<file path="config.mk">
export PLATFORM = sky130hd
export DESIGN_NAME = psr_controller
export DESIGN_NICKNAME = d
export VERILOG_FILES = /design/src/rtl/psr_controller.sv
export SDC_FILE = /design/constraint.sdc
export NUM_CORES = 1
export LEC_CHECK = 0
export ABC_AREA = 1
export ABC_CLOCK_PERIOD_IN_PS = 3200
export CAP_MARGIN = 10
export CORE_ASPECT_RATIO = 1.25
export CORE_MARGIN = 2
export CORE_UTILIZATION = 45
export CTS_BUF_LIST = sky130_fd_sc_hd__clkbuf_16
export DETAILED_ROUTE_END_ITERATION = 6
export GPL_TIMING_DRIVEN = 0
export PLACE_DENSITY = 0.7
export REMOVE_ABC_BUFFERS = 1
export SLEW_MARGIN = 20
export SYNTH_ARGS = -nofsm -noshare
export SYNTH_HDL_FRONTEND = slang
export SYNTH_SLANG_ARGS = --single-unit
</file>
<file path="constraint.sdc">
create_clock -name clock -period 3.2 [get_ports clock]
set_input_delay 0.48 -clock clock [delete_from_list [all_inputs] [get_ports clock]]
set_output_delay 0.48 -clock clock [all_outputs]
set_load 0.03 [all_outputs]
</file>
<file path="src/rtl/psr_controller.sv">
// Processor status register controller: ALU/software flag updates plus an interrupt shadow stack.
// Optional macro PSR_STACK_TRAP_EN: trap stack overflow/underflow (sticky stack_err) instead of wrapping.
module psr_controller #(
   parameter int FLAG_W = 6,
   parameter int DEPTH  = 4
) (
   input  logic                   clock,
   input  logic                   reset_n,
   input  logic                   alu_valid,
   input  logic [FLAG_W-1:0]      alu_flags,
   input  logic [FLAG_W-1:0]      alu_mask,
   input  logic                   sw_wr,
   input  logic [FLAG_W-1:0]      sw_data,
   input  logic                   int_save,
   input  logic                   int_restore,
   output logic [FLAG_W-1:0]      psr_out,
   output logic                   busy,
   output logic                   int_ack,
   output logic [$clog2(DEPTH):0] stack_level,
   output logic                   stack_err
);

   localparam int PTR_W = $clog2(DEPTH);
   localparam int LVL_W = PTR_W + 1;
   localparam int I_BIT = 5;
   localparam logic [LVL_W-1:0]  LVL_MAX = LVL_W'(DEPTH);
   localparam logic [FLAG_W-1:0] I_MASK  = FLAG_W'(1) << I_BIT;

   typedef enum logic [1:0] {IDLE, SAVE, RESTORE} state_t;

   state_t            state;
   state_t            next_state;
   logic [FLAG_W-1:0] stack [DEPTH];
   logic [PTR_W-1:0]  ptr;
   logic [LVL_W-1:0]  level;
   logic              full;
   logic              empty;
   logic              push_ok;
   logic              pop_ok;

   // The write pointer wraps modulo DEPTH; level is the saturating occupancy count.
   assign full        = (level == LVL_MAX);
   assign empty       = (level == '0);
   assign busy        = (state != IDLE);
   assign stack_level = level;

`ifdef PSR_STACK_TRAP_EN
   assign push_ok = !full;
   assign pop_ok  = !empty;

   always_ff @(posedge clock or negedge reset_n) begin
      if (!reset_n) begin
         stack_err <= 1'b0;
      end else if ((state == SAVE && full) || (state == RESTORE && empty)) begin
         stack_err <= 1'b1;
      end
   end
`else
   assign push_ok   = 1'b1;
   assign pop_ok    = 1'b1;
   assign stack_err = 1'b0;
`endif

   always_ff @(posedge clock or negedge reset_n) begin
      if (!reset_n) begin
         state <= IDLE;
      end else begin
         state <= next_state;
      end
   end

   // NOTE: every signal written in always_comb gets a default first, so no latch is inferred.
   always_comb begin
      next_state = state;
      case (state)
         IDLE: begin
            if (int_restore) begin
               next_state = RESTORE;
            end else if (int_save) begin
               next_state = SAVE;
            end
         end
         default: next_state = IDLE;
      endcase
   end

   // NOTE: the shadow stack is a plain memory with no reset; only ptr/level define its valid contents.
   always_ff @(posedge clock) begin
      if (state == SAVE && push_ok) begin
         stack[ptr] <= psr_out;
      end
   end

   // NOTE: sequential state uses non-blocking assignments so every register samples pre-edge values.
   always_ff @(posedge clock or negedge reset_n) begin
      if (!reset_n) begin
         psr_out <= '0;
         ptr     <= '0;
         level   <= '0;
         int_ack <= 1'b0;
      end else begin
         int_ack <= 1'b0;
         case (state)
            IDLE: begin
               if (int_restore || int_save) begin
                  psr_out <= psr_out;
               end else if (sw_wr) begin
                  psr_out <= sw_data;
               end else if (alu_valid) begin
                  psr_out <= (psr_out & ~alu_mask) | (alu_flags & alu_mask);
               end
            end
            SAVE: begin
               int_ack <= 1'b1;
               psr_out <= psr_out & ~I_MASK;
               if (push_ok) begin
                  ptr <= ptr + PTR_W'(1);
               end
               if (!full) begin
                  level <= level + LVL_W'(1);
               end
            end
            RESTORE: begin
               int_ack <= 1'b1;
               if (pop_ok) begin
                  psr_out <= stack[ptr - PTR_W'(1)];
                  ptr     <= ptr - PTR_W'(1);
               end
               if (!empty) begin
                  level <= level - LVL_W'(1);
               end
            end
            default: begin
               psr_out <= psr_out;
            end
         endcase
      end
   end

endmodule

</file>
==> impl_summary.txt <==
----------------------------------------------------
[Outcome]
  Result of the run ... completed

[STA]
  Worst-case headroom to the max-slew limit ... 0.5605
  Minimum period implied by the final worst setup slack ... 2234 ps
  Setup TNS after final layout ... 0 ps
  Pins over their slew limit ... 0
  Worst clock skew on the final layout ... 4.020 ps
  Final hold vios ... 0
  Final period util ... 0.6981
  Unrepaired setup endpoints after global routing ... no
  Achievable Freq ... 0.4477 GHz
  Setup-failing EPs final ... 0
  Worst slew pin tran ... 657.1 ps

[Global route]
  Overall overflow remaining after global route ... 0
  Global router's overall resource usage ... 0.1761
  Vias in the first global route ... 1439
  Number of antenna violations at the first check in global routing ... 0
  Pin count of the biggest net entering global routing ... 17
  Global-route wire length before repair ... 6665 um

[CTS]
  Register clock-pin slew on the reported worst setup and hold paths ... 50 ps
  Hold-fix buffers at CTS ... 0
  Clock tree sinks ... 38
  CTS Buf Count ... 5
  Maximum count of clock buffers along a single path ... 2
  Number of resized instances in the post-cts repair step ... 0
  Buffer type at the clock tree root ... sky130_fd_sc_hd__clkbuf_16
  Clock latency on the worst-skew pair ... 280 ps
  TritonCTS clock tree ... yes
  Number of H-tree levels ... 2
  Postcts setup bufs ... 0

[Place]
  Number of buffers added on ports ... 34
  Final estimated routing congestion in global placement ... 0.7592
  Cells after DPL ... 306
  Sum of net half-perimeters after detailed placement ... 2815 um

[Synth]
  Number of distinct library cells after synthesis ... 21
  XOR/XNOR share of the synthesized area ... 0.01794
  Post-synthesis sequential element count ... 38
  Average cell area after synthesis ... 8.838 um^2
  Post-Synth Adder-Cell Area ... 0.05766
  Ys Warns ... 0
  Post-synthesis compound-gate area fraction ... 0.07559
  Mapped cell area ... 1953 um^2
  Main combinational cell family by area after synthesis ... simple AND/OR/NAND/NOR gates
  EDFF count, synth ... 24
  Fraction of synthesized area in multiplexers ... 0
  Async set-reset flop share out of synthesis ... 0.3684
  Number of instances in the synthesized netlist ... 221
  Synthesized-area fraction occupied by and/or/nand/nor cells ... 0.2165
  Main flop type after synthesis ... sky130_fd_sc_hd__edfxtp_1
  Fraction of the yosys area taken by sequential cells ... 0.5484

[Setup path]
  Startpoint kind of the worst setup timing path ... flip-flop
  CP Data Arrival Time ... 1750 ps
  Source of the worst register-to-register timing path ... ptr[0]
  Critical path class ... flip-flop to output port
  Critical path endpoint category ... output port
  Max FO, Critical Path ... 4
  Required time reported for the critical path endpoint ... 2720 ps
  Worst setup path startpoint ... state[1]

[Floorplan]
  Die boundary height ... 77.66 um
  Core region area ... 4131 um^2
  Top-Level Pins ... 36
  Die Area ... 4886 um^2
  Die width ... 62.93 um
  Number of placement rows ... 26
  Starting density of the core ... 0.4727

[Final layout]
  Area added between synthesis and finish ... 27.48%
  Storage element area ... 1071 um^2
  Non-filler instance count after layout ... 314
  Final net count ... 290
  Commonest cells after routing, fill and taps aside ... sky130_fd_sc_hd__nand2_1 (76), sky130_fd_sc_hd__clkdlybuf4s50_1 (34), sky130_fd_sc_hd__inv_1 (32)
  Most common library cell in the layout ignoring fill and taps ... sky130_fd_sc_hd__nand2_1
  Total inserted antenna cells ... 0
  Fill count ... 379
  Area taken by multi-input logic gates ... 721.9 um^2
  Share of layout cells above drive strength 1 ... 0.04651

[Power and ir drop]
  Static leakage ... 0.001171 uW
  Worst vdd ir ... 0.4962 mV
  Power density normalized to cell area ... 853.2 nW/um^2

[Routing]
  Residual DRC ... 0
  ANT nets after route ... 0
  Number of iterations in the first detailed-routing pass ... 4
  Average wire length per cell after detail routing ... 12.27 um
  Final wirelength ... 3853 um
  Vias per inst ... 4.834
  Initial detailed-routing violation count ... 46
  Count of vias placed by the detailed router ... 1518

[Hold path]
  Type of the tightest min-delay check ... flip-flop to flip-flop
  Min-delay src ... ptr[1]

[Run]
  Max capacitance violation total ... 0

----------------------------------------------------
## critical path, cell delays in order (launching register included)
cell	delay [ps]
sky130_fd_sc_hd__dfrtp_1	380
sky130_fd_sc_hd__inv_1	80
sky130_fd_sc_hd__ha_1	200
sky130_fd_sc_hd__inv_1	130
sky130_fd_sc_hd__clkdlybuf4s50_1	690
## cell usage after synthesis (all sizes together), types with 3 or more instances
master	number	area share
o211ai	7	0.027
xnor2	3	0.013
inv	33	0.063
nor2	15	0.029
a21oi	6	0.019
ha	9	0.058
nand3	15	0.038
buf	5	0.019
edfxtp	24	0.37
o21ai	10	0.026
nand2	77	0.15
dfrtp	14	0.18
## stage by stage
step | hold WS (ps) | total power (uW) | worst slack, ps | utilization | instance area (um^2)
detailed placement | 529.2 | 1606 | 926.4 | 0.5633 | 2327
global route | 559.5 | 2273 | 767.9 | 0.6027 | 2490
finish | 538.1 | 2124 | 966.1 | 0.6027 | 2490
global placement | 520.6 | 1584 | 988.5 | 0.5633 | 2327
CTS | 540.8 | 2152 | 912.8 | 0.6027 | 2490
floorplan | 184.4 | 1299 | 1514 | - | 1917
## logic make-up (layout without fill, tap and decap cells)
group | after synthesis | count (layout)
compound gates | 24 | 24
simple gates | 107 | 107
other cells | 1 | 1
xor+xnor | 4 | 4
fa+ha+maj | 9 | 9
buf+inv | 38 | 75
flops | 38 | 38
## report_power, final
part           switching, uW  internal, uW  total, uW
clock                    174           361        535
combinational            498           318        816
sequential               118           655        773
total                    790          1330       2120
## layout make-up
cell class | instances | share of cell area
Timing Repair Buffer | 34 | 0.1367
Tap cell | 56 | 0.02814
Clock inverter | 3 | 0.01508
Multi-Input combinational cell | 145 | 0.2899
Clock buffer | 5 | 0.05025
Inverter | 33 | 0.04975
Sequential cell | 38 | 0.4302
## metal layers
metal  up-vias  track usage  share of wire
li1        772            -              -
met1       698       0.2229           0.45
met2        42       0.2957           0.49
met4         0      0.06667          0.016
met5         -            0              0
met3         6      0.03623          0.049
## worst paths after layout
kind | cells after the start | to | slack (ps)
min reg2reg | 2 | ptr[1] | 540
max reg2reg | 9 | flip-flop | 970
max in group asynchronous | 1 | asynchronous set/reset pin | 2170
max | 4 | busy | 970
min in group asynchronous | 1 | stack_level[0] | 610
min | 2 | ptr[1] | 540
Power figures use the tool's default switching activity.
